==> src/rtl/lcd_fixed_formatter.sv <==
// lcd_fixed_formatter: formats NCH fixed-point values as ASCII lines, one char write per cycle.
// Optional LCD_FMT_LEADZ_BLANK_EN blanks leading zero integer digits (units digit always shown).
module lcd_fixed_formatter #(
  parameter int NCH  = 2,
  parameter int W    = 32,
  parameter int FRAC = 16,
  parameter int IDIG = 5,
  parameter int FDIG = 4,
  parameter int LINE = 16
) (
  input  logic                                 clk,
  input  logic                                 rst_n,
  input  logic                                 start,
  input  logic [W*NCH-1:0]                     values,
  input  logic [NCH-1:0]                       is_signed,
  input  logic [8*NCH-1:0]                     labels,
  output logic                                 busy,
  output logic                                 done,
  output logic [7:0]                           dat,
  output logic [$clog2(NCH)+$clog2(LINE)-1:0]  addr,
  output logic                                 we
);
  localparam int IW = W - FRAC;
  localparam int LW = $clog2(LINE);
  localparam int CW = NCH > 1 ? $clog2(NCH) : 1;
  localparam int AW = $clog2(NCH) + LW;
  localparam logic [2:0] S_IDLE = 3'd0;
  localparam logic [2:0] S_LOAD = 3'd1;
  localparam logic [2:0] S_CHR  = 3'd2;
  localparam logic [2:0] S_ISUB = 3'd3;
  localparam logic [2:0] S_FMUL = 3'd4;
  localparam logic [2:0] S_FWR  = 3'd5;
  localparam logic [2:0] S_DONE = 3'd6;

  function automatic logic [63:0] pow10(input int k);
    logic [63:0] r;
    r = 64'd1;
    for (int i = 0; i < k; i++) r = r * 64'd10;
    return r;
  endfunction

  logic [2:0]       state;
  logic [W*NCH-1:0] vals;
  logic [NCH-1:0]   sgn;
  logic [8*NCH-1:0] labs;
  logic [CW-1:0]    ch;
  logic [LW-1:0]    col;
  logic [IW-1:0]    rem;
  logic [FRAC-1:0]  frac;
  logic [FRAC+3:0]  prod;
  logic [3:0]       d;
  logic             neg, ovf, blank, ge, last_ch, last_col;
  logic [W-1:0]     v, mag;
  logic [63:0]      pw;
  logic [2:0]       nxt;
  int               ci, ncol;

  always_comb begin
    ci = int'(col);
    ncol = ci + 1;
    v = vals[ch*W +: W];
    mag = sgn[ch] && v[W-1] ? -v : v;
    pw = '0;
    for (int i = 0; i < IDIG; i++) if (ci == IDIG + 2 - i) pw = pow10(i);
    ge = 64'(rem) >= pw;
    last_ch = int'(ch) == NCH - 1;
    last_col = ci == LINE - 1;
    nxt = ncol >= 3 && ncol <= IDIG + 2 ? S_ISUB :
          ncol >= IDIG + 4 && ncol < IDIG + FDIG + 4 ? (ovf ? S_FWR : S_FMUL) : S_CHR;
    we = state == S_CHR || state == S_FWR || (state == S_ISUB && (ovf || !ge));
    dat = !we ? 8'h00 :
          state == S_CHR ? (ci == 0 ? labs[ch*8 +: 8] : ci == 1 ? ":" : ci == 2 ? (neg ? "-" : " ") :
                            ci == IDIG + 3 ? "." : " ") :
          ovf ? "#" :
          state == S_FWR ? 8'h30 + {4'h0, prod[FRAC+3:FRAC]} :
          blank ? " " : 8'h30 + {4'h0, d};
    addr = (AW'(ch) << LW) | AW'(col);
    busy = state != S_IDLE && state != S_DONE;
    done = state == S_DONE;
  end

`ifdef LCD_FMT_LEADZ_BLANK_EN
  logic lead;
  always_ff @(posedge clk or negedge rst_n)
    if (!rst_n) lead <= 1'b0;
    else if (state == S_LOAD) lead <= 1'b1;
    else if (state == S_ISUB && we && d != 4'd0) lead <= 1'b0;
  assign blank = lead && d == 4'd0 && ci != IDIG + 2;
`else
  assign blank = 1'b0;
`endif

  always_ff @(posedge clk or negedge rst_n)
    if (!rst_n) begin
      state <= S_IDLE;
      vals  <= '0;
      sgn   <= '0;
      labs  <= '0;
      ch    <= '0;
      col   <= '0;
      rem   <= '0;
      frac  <= '0;
      prod  <= '0;
      d     <= '0;
      neg   <= 1'b0;
      ovf   <= 1'b0;
    end else begin
      case (state)
        S_IDLE, S_DONE:
          if (start) begin
            vals  <= values;
            sgn   <= is_signed;
            labs  <= labels;
            ch    <= '0;
            state <= S_LOAD;
          end else state <= S_IDLE;
        S_LOAD: begin
          neg   <= sgn[ch] && v[W-1];
          rem   <= mag[W-1:FRAC];
          frac  <= mag[FRAC-1:0];
          ovf   <= 64'(mag[W-1:FRAC]) >= pow10(IDIG);
          col   <= '0;
          d     <= '0;
          state <= S_CHR;
        end
        S_ISUB:
          if (!we) begin
            rem <= rem - IW'(pw);
            d   <= d + 4'd1;
          end
        S_FMUL: begin
          prod  <= {4'h0, frac} * (FRAC+4)'(10);
          state <= S_FWR;
        end
        S_FWR: frac <= prod[FRAC-1:0];
        default: ;
      endcase
      // a write always closes the current column; channel stepping happens on the last one
      if (we) begin
        d   <= '0;
        col <= last_col ? '0 : col + 1'b1;
        if (last_col) begin
          ch    <= last_ch ? ch : ch + 1'b1;
          state <= last_ch ? S_DONE : S_LOAD;
        end else state <= nxt;
      end
    end
endmodule

==> config.mk <==
export PLATFORM = sky130hd
export DESIGN_NAME = lcd_fixed_formatter
export DESIGN_NICKNAME = d
export VERILOG_FILES = /design/src/rtl/lcd_fixed_formatter.sv
export SDC_FILE = /design/constraint.sdc
export NUM_CORES = 1
export LEC_CHECK = 0
export ABC_AREA = 1
export CAP_MARGIN = 20
export CORE_UTILIZATION = 50
export CTS_CLUSTER_DIAMETER = 100
export DETAILED_ROUTE_END_ITERATION = 7
export PLACE_DENSITY = 0.72
export SYNTH_ARGS = -nofsm -noshare
export SYNTH_HDL_FRONTEND = slang
export SYNTH_SLANG_ARGS = --single-unit
==> constraint.sdc <==
create_clock -name clk -period 3.55 [get_ports clk]
set_clock_uncertainty 0.1 [all_clocks]
set_input_delay 0.5325 -clock clk [delete_from_list [all_inputs] [get_ports clk]]
set_output_delay 0.5325 -clock clk [all_outputs]
set_load 0.03 [all_outputs]
### After elaboration in Yosys (flattened, before gate mapping)

Index checks and enable logic that the tools add are counted.
Widths: inputs -> output; s select.

* register bits after elaboration: 146

* add/subtract/negate cells: 8
* multipliers: 1
* $lt $le $gt $ge: 6
* equal/unequal tests: 17
* shift operators: 2
* muxes and demuxes: 36
* bitwise gates (word level): 1
* reduce and logical (&&, ||, !) cells: 19

Operators with widths (number)
* $ge 16x64->1: 1
* $pmux 16 s2: 2
* $shiftx 64x7->32: 1
* $mux 32: 1
* $mux 4: 8
* $neg 32->32: 1
* $mux 8: 3
* $eq 4x4->1 const B: 5
* $mul 16x3->19 const B: 1
* $mux 16: 1
* $shiftx 16x5->8: 1
* $sub 16x16->16: 1
* $mux 3: 5
* $add 6x4->7 const A: 2
* $mux 14: 1
* $mux 7: 2
* $mux 10: 1
* $eq 3x3->1 const B: 3
* $mux 1: 9
* $pmux 3 s3: 1
* $add 4x1->4 const B: 2
* $eq 4x3->1 const B: 2
* $pmux 4 s2: 1
* $eq 3x2->1 const B: 2
* 24 further kinds: 33

### Depth between registers and ports, before layout

Gate-level depths: netlist of the first run.

* depth in word-level cells: 12
* depth in mapped cells: 21
* depth with buffers taken out: 20

### Worst setup path after synthesis of the first run

Ideal clock, no wire load.

* path type: reg2out
* start: reg col[0]
* end: out dat[1]
* data arrival time: 3.520 ns
* path slack: -0.602 ns
* cell stages (with the launch flop): 16
* cell sequence: dfrtp_1 -> inv_1 -> ha_1 -> inv_1 -> nor2_1 -> inv_1 -> nand2_1 -> inv_1 -> ha_1 -> a21oi_2 -> o21ai_0 -> a21oi_1 -> nand4_1 -> nand2_1 -> inv_1 -> a211oi_1

* longest elaborated chain between the ends: 11
* elaborated cells between the ends (all ways): 24

RTL lines
* from (decl): line 47 `logic [LW-1:0] col;`
* from (signal assigned): line 141 `col <= last_col ? '0 : col + 1'b1;`
* $eq 4x4->1: line 64 `for (int i = 0; i < IDIG; i++) if (ci == IDIG + 2 - i) pw = pow10(i);`
* $mux 1: line 64
* $mux 4: line 64
* $mux 7: line 64
* $mux 10: line 64
* $mux 14 (*): line 64
* $ge 16x64->1 (*): line 65 `ge = 64'(rem) >= pw;`
* $logic_not 1->1 (*): line 70 `we = state == S_CHR || state == S_FWR || (state == S_ISUB && (ovf || !ge));`
* $logic_and 1x1->1 (*): line 70
* $logic_or 1x1->1 (*): line 70
* named net we: line 21 `output logic we`
* $mux 8 (*): line 71 `dat = !we ? 8'h00 :`
* to (decl): line 19 `output logic [7:0] dat,`

The timed path passes the listed nets; every way through them passes the cells marked *.

### Final worst setup path of the first run

* start: reg col[0]
* end: out dat[1]

* longest elaborated chain between the ends: 11
* elaborated cells between the ends (all ways): 24

RTL lines (line)
* $eq 4x4->1: 64
* $mux 1: 64
* $mux 4: 64
* $mux 7: 64
* $mux 10: 64
* $mux 14: 64
* $ge 16x64->1: 65
* $logic_not 1->1: 70
* $logic_and 1x1->1: 70
* $logic_or 1x1->1: 70
* $mux 8 (*): 71

Mark *: on every way between the ends. The rest lies on a longest branch, timed or not.

==> results of run 1 <==
## layer usage
| layer | wire length, um | vias to the layer above | GRT usage |
|---|---|---|---|
| li1 | - | 4341 | - |
| met1 | 11500 | 4028 | 0.360 |
| met2 | 11300 | 278 | 0.426 |
| met3 | 1330 | 35 | 0.0447 |
| met4 | 438 | 0 | 0.0787 |
| met5 | 0 | - | 0 |
## worst max-delay path: stages, from the launching register on
cell	delay (ns)
sky130_fd_sc_hd__dfrtp_2	0.46
sky130_fd_sc_hd__buf_4	0.16
sky130_fd_sc_hd__ha_4	0.17
sky130_fd_sc_hd__inv_4	0.07
sky130_fd_sc_hd__nor2_4	0.04
sky130_fd_sc_hd__nor3_4	0.18
sky130_fd_sc_hd__ha_2	0.21
sky130_fd_sc_hd__fa_2	0.23
sky130_fd_sc_hd__o21ai_2	0.07
sky130_fd_sc_hd__nand3_1	0.07
sky130_fd_sc_hd__nand2_1	0.07
sky130_fd_sc_hd__nand2_1	0.08
sky130_fd_sc_hd__nand4_1	0.14
sky130_fd_sc_hd__nand2_4	0.13
sky130_fd_sc_hd__clkinvlp_4	0.09
sky130_fd_sc_hd__buf_12	0.15
sky130_fd_sc_hd__a211oi_4	0.17
sky130_fd_sc_hd__buf_6	0.16
## layout make-up
class	count	area (um2)	share of cell area
clock buffers	17	425	0.0363
clock inverters	15	139	0.0118
inverters	147	573	0.0488
multi-input cells	922	5240	0.447
flip-flops and latches	146	3660	0.312
well taps	229	287	0.0244
repair buffers	146	1410	0.120
## flip-flops by register name (all words and copies together) (netlist names)
name and count:
vals 64, prod 19, frac 16, labs 16, rem 16, col 4
d 4, state 3, sgn 2, ch 1, neg 1
## cells by family (layout without fill, tap and decap cells)
| kind of cell | Yosys count | count (layout) | share of synthesized area |
|---|---|---|---|
| DFF | 146 | 146 | 0.386 |
| adders and majority gates | 48 | 48 | 0.0650 |
| AOI/OAI and AO/OA | 229 | 229 | 0.138 |
| buffers and inverters | 190 | 325 | 0.0870 |
| xor gates and xnor gates | 23 | 23 | 0.0213 |
| muxes | 28 | 28 | 0.0330 |
| and+or+nand+nor | 594 | 594 | 0.270 |
## worst max path at each step
stage	end	slack, ns	depth (start not counted)
after floorplan	dat[1]	0.002	15
after global placement	dat[1]	0.05	16
after detailed placement	dat[1]	0.01	16
after CTS	dat[1]	-0.18	17
after global routing	dat[3]	-0.31	17
final	dat[1]	-0.16	17
## synth_stat cells (3+ instances only)
cell type and instances:
sky130_fd_sc_hd__mux2_2 26, sky130_fd_sc_hd__a21oi_1 113, sky130_fd_sc_hd__a211oi_1 3, sky130_fd_sc_hd__o21ai_2 8, sky130_fd_sc_hd__nand4_1 12, sky130_fd_sc_hd__nand3_2 4
sky130_fd_sc_hd__clkbuf_1 10, sky130_fd_sc_hd__a21oi_2 3, sky130_fd_sc_hd__xnor2_1 10, sky130_fd_sc_hd__o211ai_1 14, sky130_fd_sc_hd__nor2_1 138, sky130_fd_sc_hd__a21boi_0 4
sky130_fd_sc_hd__buf_2 23, sky130_fd_sc_hd__o31ai_1 4, sky130_fd_sc_hd__nand3b_1 5, sky130_fd_sc_hd__nor3_1 11, sky130_fd_sc_hd__buf_6 8, sky130_fd_sc_hd__o21bai_1 3
sky130_fd_sc_hd__xor2_1 13, sky130_fd_sc_hd__dfrtp_1 146, sky130_fd_sc_hd__nand3_1 75, sky130_fd_sc_hd__o21ai_0 54, sky130_fd_sc_hd__a31oi_1 3, sky130_fd_sc_hd__nor2_2 10
sky130_fd_sc_hd__ha_1 46, sky130_fd_sc_hd__o21ai_1 9, sky130_fd_sc_hd__inv_1 144, sky130_fd_sc_hd__nand2_2 27, sky130_fd_sc_hd__nand2_1 300
## timing repair
action                                  in CTS  in global routing
endpoints found under the setup margin       7                  8
gates resized for setup                     26                 23
buffers inserted                            20                  4
pin swaps                                   15                 12
## layout by cell type, fill, tap and decap left out, drive strengths merged, types with 2 or more instances in the layout
cell / count
nand3: 79
o221ai: 2
ha: 46
xnor2: 10
or2: 3
nand4: 12
a21oi: 116
a22o: 2
fa: 2
o21ai: 71
nor2: 150
o31ai: 4
o21a: 2
nor3: 13
inv: 156
clkdlybuf4s50: 92
a211oi: 3
mux2i: 2
o21bai: 4
o211ai: 14
mux2: 26
a31oi: 3
a21o: 2
dfrtp: 146
a21boi: 4
clkbuf: 17
nand2: 329
clkinv: 5
xor2: 13
nand3b: 5
buf: 54
## through the flow
stage / worst slack [ns] / hold WS [ns] / TNS (ns) / cell area (um2)
global placement: 0.0460 / 0.361 / 0 / 10800
finish: -0.155 / 0.0727 / -0.957 / 11700
CTS: -0.182 / 0.127 / -1.05 / 11600
detailed placement: 0.00955 / 0.360 / 0 / 10800
global route: -0.310 / 0.149 / -2.16 / 11700
floorplan: 0.00177 / 0.137 / 0 / 9580
## power by group through the flow
stage	clock network [mW]	registers (mW)	logic, mW
after floorplan	0	1.93	1.30
after global placement	0	1.96	1.76
after detailed placement	0	1.97	1.79
after CTS	1.77	1.93	1.88
after global routing	1.84	1.96	2.15
final	1.74	1.94	1.92
==> run summary, run 1 <==
The final routed wire length divided by cell count is 15.2 um. The number of cells on the worst reg-to-reg path is 29. After detailed placement, the design holds a cell count of 1,566. Routability-driven placement finished with a final weighted congestion of 0.895. The final standard cell utilization of the core came out at 0.642. The detailed router placed 8,682 vias in this run. The net count of the finished layout is 1,513.

The largest fanout of any net on the critical path is 6. The detail-routed via count per cell is 5.35. Detailed placement finished with a half-perimeter wire length of 17,900 um. Summed over all cells, the static leakage comes to 5.63 nW. The first-iteration detailed-routing DRC count came out at 575.

Across the run, the number of max-cap violations was 0. The final max-slew violation count came out at 0. Of the cells placed in the final design, the portion with a size suffix greater than 1 is 0.158. The top-level port count came out at 101.

The remaining antenna violation count after routing came out at 0. The buffer cell driving the clock tree root is sky130_fd_sc_hd__clkbuf_16. The post-CTS clock slew at the launch and capture registers of the worst setup and hold paths came out at 0.07 ns. Across all setup checks in the final design, the least slack found is -0.155 ns. Entering global routing, the biggest net connects 95 pins.

The initial cell density of the core came out at 0.519. The path category of the worst min-delay check is primary input to asynchronous set/reset pin. The die height came out at 140 um. The mapped cell area came out at 0.00947 mm2.

The hold buffer count at CTS came out at 0. The die outline area is 0.0195 mm2. The deepest level of the CTS H-tree came out at 4.

0 antenna diodes ended up in the layout. Of all cell types, the one taking the most synthesized area is sky130_fd_sc_hd__dfrtp_1. The relative contribution of the clock network to total power came out at 0.311. The critical path data required time came out at 2.92 ns.

The endpoint identified for the worst register-to-register timing path is rem[12]$_DFFE_PN0P_. The predominant post-synthesis flop cell is sky130_fd_sc_hd__dfrtp_1. The worst setup path is captured at an output port. The share of total power dissipated in sequential elements is 0.346. The net switching power is 2.06 mW. After synthesis, the cell types taking the most area are sky130_fd_sc_hd__dfrtp_1, sky130_fd_sc_hd__nand2_1, sky130_fd_sc_hd__ha_1, sky130_fd_sc_hd__a21oi_1, sky130_fd_sc_hd__inv_1. The number of buffers on the longest clock path came out at 2. Of the total power, the share spent switching nets is 0.368.

The power after layout came out at 5.60 mW. The final count of hold timing violations came out at 0. The cell internal power dissipation came out at 3.54 mW.

The filler cell count came out at 1,614. The actual slew at the worst max-slew pin is 0.895 ns. The ratio of final minimum period to clock period came out at 1.04. The synthesis warning total is 0. The fmax is 270 MHz. The run finished, with violations left. The worst register-to-register path has a setup slack of -0.15 ns. The number of flops mapped to enable cells by yosys is 0. Setup repair after global routing could not meet its margin everywhere. The synthesized netlist cell count is 1,258.

Before antenna repair, the detailed router went through 5 iterations. The core region is 0.0183 mm2. The share of synthesized area in the top cell type comes to 0.386. The final wirelength is 24,600 um. The placement row count came out at 49.

VDD sags by at most 0.000334 V. The via count of the first global-routing pass is 8,373. The layout-stage area growth over the synthesis result is 23.9%. Setup violations remaining at the end of the flow were counted as 7. The distinct cell type count of the synthesized netlist is 50. The checks that failed: negative setup slack. The combinational group share of total power is 0.343. The CTS buffer count is 17. The global-route total usage across every layer is 0.263. The critical path is of the flip-flop to output port type. TritonCTS built the clock tree. The total nets after synthesis is 1,391.

STA classifies the critical path startpoint as a flip-flop. In the routed design, unresolved DRC markers number 0. The signal arrival time at the worst endpoint is 3.07 ns. The average instance in the mapped netlist occupies 7.53 um2. The synthesis-stage register bit count came out at 146. In this run the power density over the cells is 477 mW/mm2. The total clock sinks came out at 146. The initial antenna violation count was 0. After synthesis, the share of flip-flops with an asynchronous set or reset is 1.00. The worst-skew pair later-pin latency came out at 0.42 ns.

The count of buffers inserted at the top-level ports came out at 100. The most critical setup path has its startpoint at col[0]$_DFFE_PN0P_. The first-pass GRT wire length came out at 40,700 um. The global-route congestion overflow total came out at 0.

The horizontal die dimension is 140 um. The proportion of synthesized chip area in sequential cells is 0.386. The final instance count without filler cells is 1,622. The worst slew slack as a fraction of its limit came out at 0.404.

In this run the critical register-to-register path is launched from col[1]$_DFFE_PN0P_. The final critical delay including setup and external delays came out at 3.71 ns.
Note: power is estimated with default switching activity, not from simulation.
==> run 2, diff against run 1 <==
- PLACE_DENSITY: 0.72 -> 0.7
- clock period: 3.55 -> 3.8 ns (I/O delays scaled with it)
==> run 2 against run 1 <==
The run now ends clean. Routed wire length is 1.3% lower. Critical path type unchanged. Die area unchanged. Cell area decreased by 1.1%. Sequential power is 7% lower. Power fell by 4.4%. Critical endpoint is now dat[0]. Non-clock buffer count is 21 lower.
==> run summary, run 2 (synthesized netlist as in run 1, its figures left out) <==
The number of cells traversed by the worst register-to-register path came to 18 (-38%). The summed negative setup slack over all endpoints came to 0 ns (+0.957 ns). The global-route congestion overflow total is 0 (unchanged). The global-route total usage across every layer was 0.258 (-0.00503). The filler cell count is 1,643 (+1.8%). The largest net degree at the start of global routing is 92 (-3.2%). The signal on the critical path passes through buf_6 > ha_4 > nand2_1 > inv_1 > nand3_1 > nor3_2 > ha_2 > fa_2 > o21ai_2 > nand3_1 > nand2_2 > nand2_2 > nand4_1 > nand2_2 > buf_6 > and3_1 > buf_6. The ratio of cells with drive above 1 in the final layout was 0.146 (-0.0122). The HPWL after detailed placement is 17,900 um (+0.39%). The detailed-routing iteration count for the pre-antenna-repair pass came out at 5 (unchanged). The horizontal die dimension is 140 um (unchanged). The die outline area came out at 0.0195 mm2 (unchanged). The worst slew slack as a fraction of its limit came to 0.402 (-0.00114). The final count of hold timing violations is 0 (unchanged). The most common cell after layout, fill and taps aside is sky130_fd_sc_hd__nand2_1.

The max capacitance violation total came out at 0 (unchanged). The register with the most flip-flops is vals. The final RePlAce weighted congestion came out at 0.919 (+2.7%).

The number of nets in the finished design is 1,492 (-1.4%). The placeable core region is 0.0183 mm2 (unchanged). Among all stages on the critical path, the largest delay is contributed by sky130_fd_sc_hd__dfrtp_1. The final max-slew violation count was 0 (unchanged). The nature of the critical path startpoint is a flip-flop.

The routed via count is 8,495 (-2.2%). The path class of the tightest hold or removal check is primary input to asynchronous set/reset pin. The flow ran to the end, and the final reports show no timing, DRC or antenna violations. The least setup slack across all paths after layout came out at 0.106 ns (+0.261 ns). The number of antenna cells inserted is 0 (unchanged). The deepest level of the CTS H-tree came to 4 (unchanged). The power after layout was 5.35 mW (-4.4%).

The flip-flop count of the largest register after layout is 64 (unchanged). The final wirelength came out at 24,300 um (-1.3%). The signal arrival time at the worst endpoint came out at 3.02 ns (-0.05 ns). The final routed wire length divided by cell count came out at 15.2 um (about the same). The static leakage came out at 5.55 nW (-1.3%).

The largest registers in the layout are vals (64), prod (19). The top-level port count came to 101 (unchanged). The post-CTS clock slew at the launch and capture registers of the worst setup and hold paths is 0.07 ns (about the same). The die height is 140 um (unchanged). The delay of the slowest cell on the worst path came out at 0.40 ns (-0.06 ns). The worst setup path is captured at an output port. The via count of the first global-routing pass came out at 8,085 (-3.4%). The first-pass GRT wire length came out at 40,100 um (-1.4%).

The clock tree from TritonCTS is yes. The first-iteration detailed-routing DRC count is 558 (-3.0%). The final critical delay including setup and external delays is 3.69 ns.

In the layout the commonest cells are sky130_fd_sc_hd__nand2_1, sky130_fd_sc_hd__dfrtp_1, sky130_fd_sc_hd__inv_1. The actual slew at the worst max-slew pin is 0.895 ns (+0.000719 ns). The hold buffer count at CTS came out at 0 (unchanged). The count of buffers inserted at the top-level ports came out at 100 (unchanged). The CTS buffer count is 17 (unchanged).

The number of buffers on the longest clock path was 2 (unchanged). Relative to the synthesized area, the layout overhead comes to 22.5%. The critical path is of the flip-flop to output port type. The placement row count came to 49 (unchanged). The tree is rooted in a sky130_fd_sc_hd__clkbuf_16. The final standard cell utilization of the core came out at 0.635 (-0.00712). The post-placement setup slack was 0.247 ns (+0.237 ns).

Dividing the final minimum period by the clock period gives 0.972. The largest vdd supply drop is 0.000336 V (+0.74%). The initial cell density of the core is 0.519 (unchanged). The worst-skew pair later-pin latency is 0.43 ns (about the same). The critical path data required time came to 3.13 ns (+0.21 ns). The detail-routed via count per cell came out at 5.31 (-0.87%).

Timing would allow up to 271 MHz. The initial antenna violation count is 0 (unchanged). The total clock sinks came out at 146 (unchanged). The remaining antenna violation count after routing was 0 (unchanged). The total of endpoints with negative setup slack in the final report is 0 (-7). The total power divided by cell area is 461 mW/mm2 (-3.4%). The number of DRC violations after detailed routing came out at 0 (unchanged). The largest fanout of any net on the critical path came out at 7 (+1).
==> run 2: worst paths after layout <==
check	end	from	slack, ns
max	dat[0]	col[0]$_DFFE_PN0P_	0.11
min	labs[0]$_DFFE_PN0P_	rst_n	0.08
max reg2reg	rem[10]$_DFFE_PN0P_	col[0]$_DFFE_PN0P_	0.77
min reg2reg	prod[5]$_DFFE_PN0P_	prod[5]$_DFFE_PN0P_	0.38
max in group asynchronous	vals[55]$_DFFE_PN0P_	rst_n	2.57
min in group clk	prod[5]$_DFFE_PN0P_	prod[5]$_DFFE_PN0P_	0.38
==> run 2: worst max-delay path, delay by kind of cell (launching register included) <==
| family | cells | cell delay [ns] |
|---|---|---|
| compound gates | 1 | 0.20 |
| fa+ha+maj | 3 | 0.73 |
| buf+inv | 4 | 0.48 |
| flops | 1 | 0.40 |
| simple gates | 9 | 0.80 |
==> run 2: layout make-up <==
cell class                 instances  area (um2)  share of cell area
tap                              229         287              0.0247
inverter                         147         559              0.0482
multi-input combinational        922        5250               0.453
sequential                       146        3660               0.315
clock buffer                      17         425              0.0367
timing repair buffer             125        1210               0.105
clock inverter                    15         209              0.0180
==> run 2: where the power goes <==
group / total [mW] / switching (mW) / leakage, nW / internal (mW)
registers: 1.81 / 0.103 / 1.67 / 1.71
logic: 1.74 / 1.05 / 3.57 / 0.687
clock network: 1.80 / 0.788 / 0.311 / 1.02
==> run 2: repair_timing <==
item	in CTS	in global routing
endpoints found under the setup margin	7	7
setup buffers	1	6
gates resized for setup	12	42
pin swaps	3	12
==> run 2: metal layers <==
layer  part of all wire  vias up  wire [um]  global-route usage
met4              0.013        0        311              0.0763
li1                   -     4297          -                   -
met5                  0        -          0                   0
met3              0.040       25        979              0.0317
met2               0.47      232      11300               0.419
met1               0.48     3941      11700               0.361
==> run 2: stage by stage <==
| stage | instances | instance area [um2] | hold WS [ns] |
|---|---|---|---|
| floorplan | 1258 | 9540 | 0.174 |
| global placement | 1562 | 10700 | 0.359 |
| detailed placement | 1562 | 10700 | 0.365 |
| CTS | 1595 | 11400 | 0.145 |
| global route | 1601 | 11600 | 0.180 |
| finish | 1601 | 11600 | 0.0827 |
==> run 3, diff against run 2 <==
- PLACE_DENSITY: 0.7 -> 0.77
- clock period: 3.8 -> 3.9 ns (I/O delays scaled with it)
==> run 3 against run 2 <==
Power is 5.3% lower. Global-route usage rose by 0.96 points. Sequential power shrank 3%. Sequential cell count unchanged. Die area unchanged. Clock power is 17% lower. Sequential share of layout area is 0.54 points lower. Largest power group is now combinational logic. Highest routed layer unchanged.
==> run summary, run 3 (synthesized netlist as in run 1, its figures left out) <==
The flow ran to the end, and the final reports show no timing, DRC or antenna violations. The die outline area came out at 0.0195 mm2 (unchanged). The final count of hold timing violations came to 0 (unchanged).

The layout-stage area growth over the synthesis result came out at 24.7%. The final instance count without filler cells came out at 1,625 (+1.5%). The final wirelength was 25,300 um (+4.1%). The critical path data required time is 3.21 ns (+0.08 ns). The remaining antenna violation count after routing came out at 0 (unchanged). The worst register-to-register path ends at rem[4]$_DFFE_PN0P_.

The power after layout came out at 5.07 mW (-5.3%). The area of all sequential standard cells is 0.00366 mm2 (about the same). The total non-filler cell area in the finished layout is 0.0118 mm2 (+1.8%). The total cell area at the placement stage is 0.0107 mm2 (about the same). The top-level port count came to 101 (unchanged).

TritonCTS built the clock tree. The placement row count is 49 (unchanged). The final routed wire length divided by cell count was 15.6 um (+2.6%). The final RePlAce weighted congestion is 0.944 (+2.8%). The number of antenna cells inserted is 0 (unchanged). The actual slew at the worst max-slew pin came out at 0.910 ns (+0.0143 ns). The detail-routed via count per cell came out at 5.44 (+2.6%). The flip-flop count of the largest register after layout is 64 (unchanged). The cell sitting at the root of the clock tree is a sky130_fd_sc_hd__clkbuf_16.

vals holds more flip-flops than any other register. The fmax is 257 MHz. The CTS buffer count came out at 17 (unchanged). The detailed-routing iteration count for the pre-antenna-repair pass came out at 6 (+1). The filler cell count is 1,599 (-2.7%). The most common cell after layout, fill and taps aside is sky130_fd_sc_hd__nand2_1. The number of buffers on the longest clock path came out at 2 (unchanged). The worst setup slack for register-to-register paths came out at 0.23 ns (-0.54 ns). The ratio of final minimum period to clock period is 0.997. The horizontal die dimension is 140 um (unchanged). The total power divided by cell area is 429 mW/mm2 (-6.9%). Setup repair after global routing could not meet its margin everywhere. The least setup slack across all paths after layout is 0.0110 ns (-0.0945 ns). The initial antenna violation count came out at 0 (unchanged). The number of cells traversed by the worst register-to-register path came to 25 (+7). The number of DRC violations after detailed routing is 0 (unchanged). The global-route congestion overflow total is 0 (unchanged).

The static leakage is 5.63 nW (+1.4%). The top cell types in the final layout, fill and taps aside, are sky130_fd_sc_hd__nand2_1, sky130_fd_sc_hd__dfrtp_1, sky130_fd_sc_hd__nor2_1. The largest vdd supply drop is 0.000300 V (-11%). The signal arrival time at the worst endpoint is 3.20 ns (+0.18 ns). The launch instance of the worst register-to-register path is col[1]$_DFFE_PN0P_. The final standard cell utilization of the core is 0.646 (+0.0114). The worst slew slack as a fraction of its limit was 0.394 (-0.00890). The worst-skew pair later-pin latency is 0.42 ns (about the same). The number of placed instances with taps included is 1,558 (-0.26%). The summed negative setup slack over all endpoints came out at 0 ns (unchanged). The routed via count came out at 8,848 (+4.2%).

The ratio of cells with drive above 1 in the final layout came out at 0.165 (+0.0190). The HPWL after detailed placement is 18,200 um (+1.8%). The total clock sinks came out at 146 (unchanged). The post-placement setup slack came to 0.0282 ns (-0.218 ns). The largest fanout of any net on the critical path came out at 8 (+1).

The critical path endpoint category is an output port. The total of endpoints with negative setup slack in the final report came out at 0 (unchanged). The final max-slew violation count is 0 (unchanged).

By startpoint and endpoint, the worst setup path is classified as flip-flop to output port. The deepest level of the CTS H-tree is 4 (unchanged). STA classifies the critical path startpoint as a flip-flop. In the final layout, the registers with the most flip-flops are vals (64), prod (19). The tightest hold margin came out at 0.112 ns (+0.0298 ns). The die height is 140 um (unchanged). The tightest min-delay check is of the primary input to asynchronous set/reset pin type. The count of buffers inserted at the top-level ports is 100 (unchanged). The final critical delay including setup and external delays came out at 3.89 ns. The via count of the first global-routing pass came out at 8,427 (+4.2%). The post-CTS clock slew at the launch and capture registers of the worst setup and hold paths came out at 0.06 ns (about the same). The largest net degree at the start of global routing was 90 (-2.2%). The hold buffer count at CTS came out at 0 (unchanged).

The max capacitance violation total is 0 (unchanged). The global-route total usage across every layer came out at 0.267 (+0.00964). The initial cell density of the core came out at 0.519 (unchanged). The first-iteration detailed-routing DRC count was 657 (+18%). The number of nets in the finished design is 1,516 (+1.6%). The first-pass GRT wire length is 41,300 um (+3.2%). The placeable core region came to 0.0183 mm2 (unchanged). The multi-input logic area came out at 0.00530 mm2 (+0.93%).
## run 3: cell count changes in the layout (fill, tap and decap cells not counted), sizes merged
| cell | before | now |
|---|---|---|
| buf | 33 | 57 |
| inv | 157 | 148 |
| clkinv | 3 | 7 |
| clkinvlp | 0 | 4 |
| clkbuf | 17 | 20 |
| bufinv | 2 | 0 |
## run 3: worst max path at each step
stage                   to  depth (start not counted)          startpoint
CTS                 dat[3]                         17  col[1]$_DFFE_PN0P_
finish              dat[2]                         18  col[1]$_DFFE_PN0P_
floorplan           dat[4]                         15  col[0]$_DFFE_PN0P_
global placement    dat[4]                         17  col[0]$_DFFE_PN0P_
detailed placement  dat[4]                         16  col[0]$_DFFE_PN0P_
global route        dat[2]                         18  col[1]$_DFFE_PN0P_
## run 3: critical path, cell delays in order (launching register included)
cell and delay, ns:
sky130_fd_sc_hd__dfrtp_2 0.45, sky130_fd_sc_hd__inv_4 0.07, sky130_fd_sc_hd__ha_4 0.17, sky130_fd_sc_hd__inv_4 0.06
sky130_fd_sc_hd__nor2_4 0.04, sky130_fd_sc_hd__buf_6 0.12, sky130_fd_sc_hd__nor3_4 0.17, sky130_fd_sc_hd__ha_2 0.21
sky130_fd_sc_hd__fa_2 0.25, sky130_fd_sc_hd__o21ai_4 0.09, sky130_fd_sc_hd__nand3_2 0.09, sky130_fd_sc_hd__nand2_2 0.08
sky130_fd_sc_hd__nand2_2 0.07, sky130_fd_sc_hd__nand4_1 0.12, sky130_fd_sc_hd__nand2_2 0.14, sky130_fd_sc_hd__clkinvlp_4 0.10
sky130_fd_sc_hd__buf_12 0.15, sky130_fd_sc_hd__a211oi_4 0.25, sky130_fd_sc_hd__buf_12 0.15
## run 3: cell type report
cell class,instances,area share
clock buffers,20,0.0378
clock inverters,12,0.00720
inverters,147,0.0483
multi-input cells,922,0.449
flip-flops and latches,146,0.310
well taps,229,0.0243
repair buffers,149,0.124
## run 3: what timing repair did
action,CTS,global route
setup buffers,30,5
endpoints found under the setup margin,7,25
pin swaps,17,13
resized for setup,48,27
## run 3: power breakdown
part           total (mW)  switching, mW  internal, mW
registers            1.76         0.0942          1.67
clock network        1.50          0.672         0.832
logic                1.81           1.08         0.728
total                5.07           1.85          3.23
## run 3: per-layer routing
metal | track usage | wire length [um]
met4 | 0.0729 | 365
met3 | 0.0643 | 1490
met5 | 0 | 0
met1 | 0.365 | 11800
met2 | 0.425 | 11700
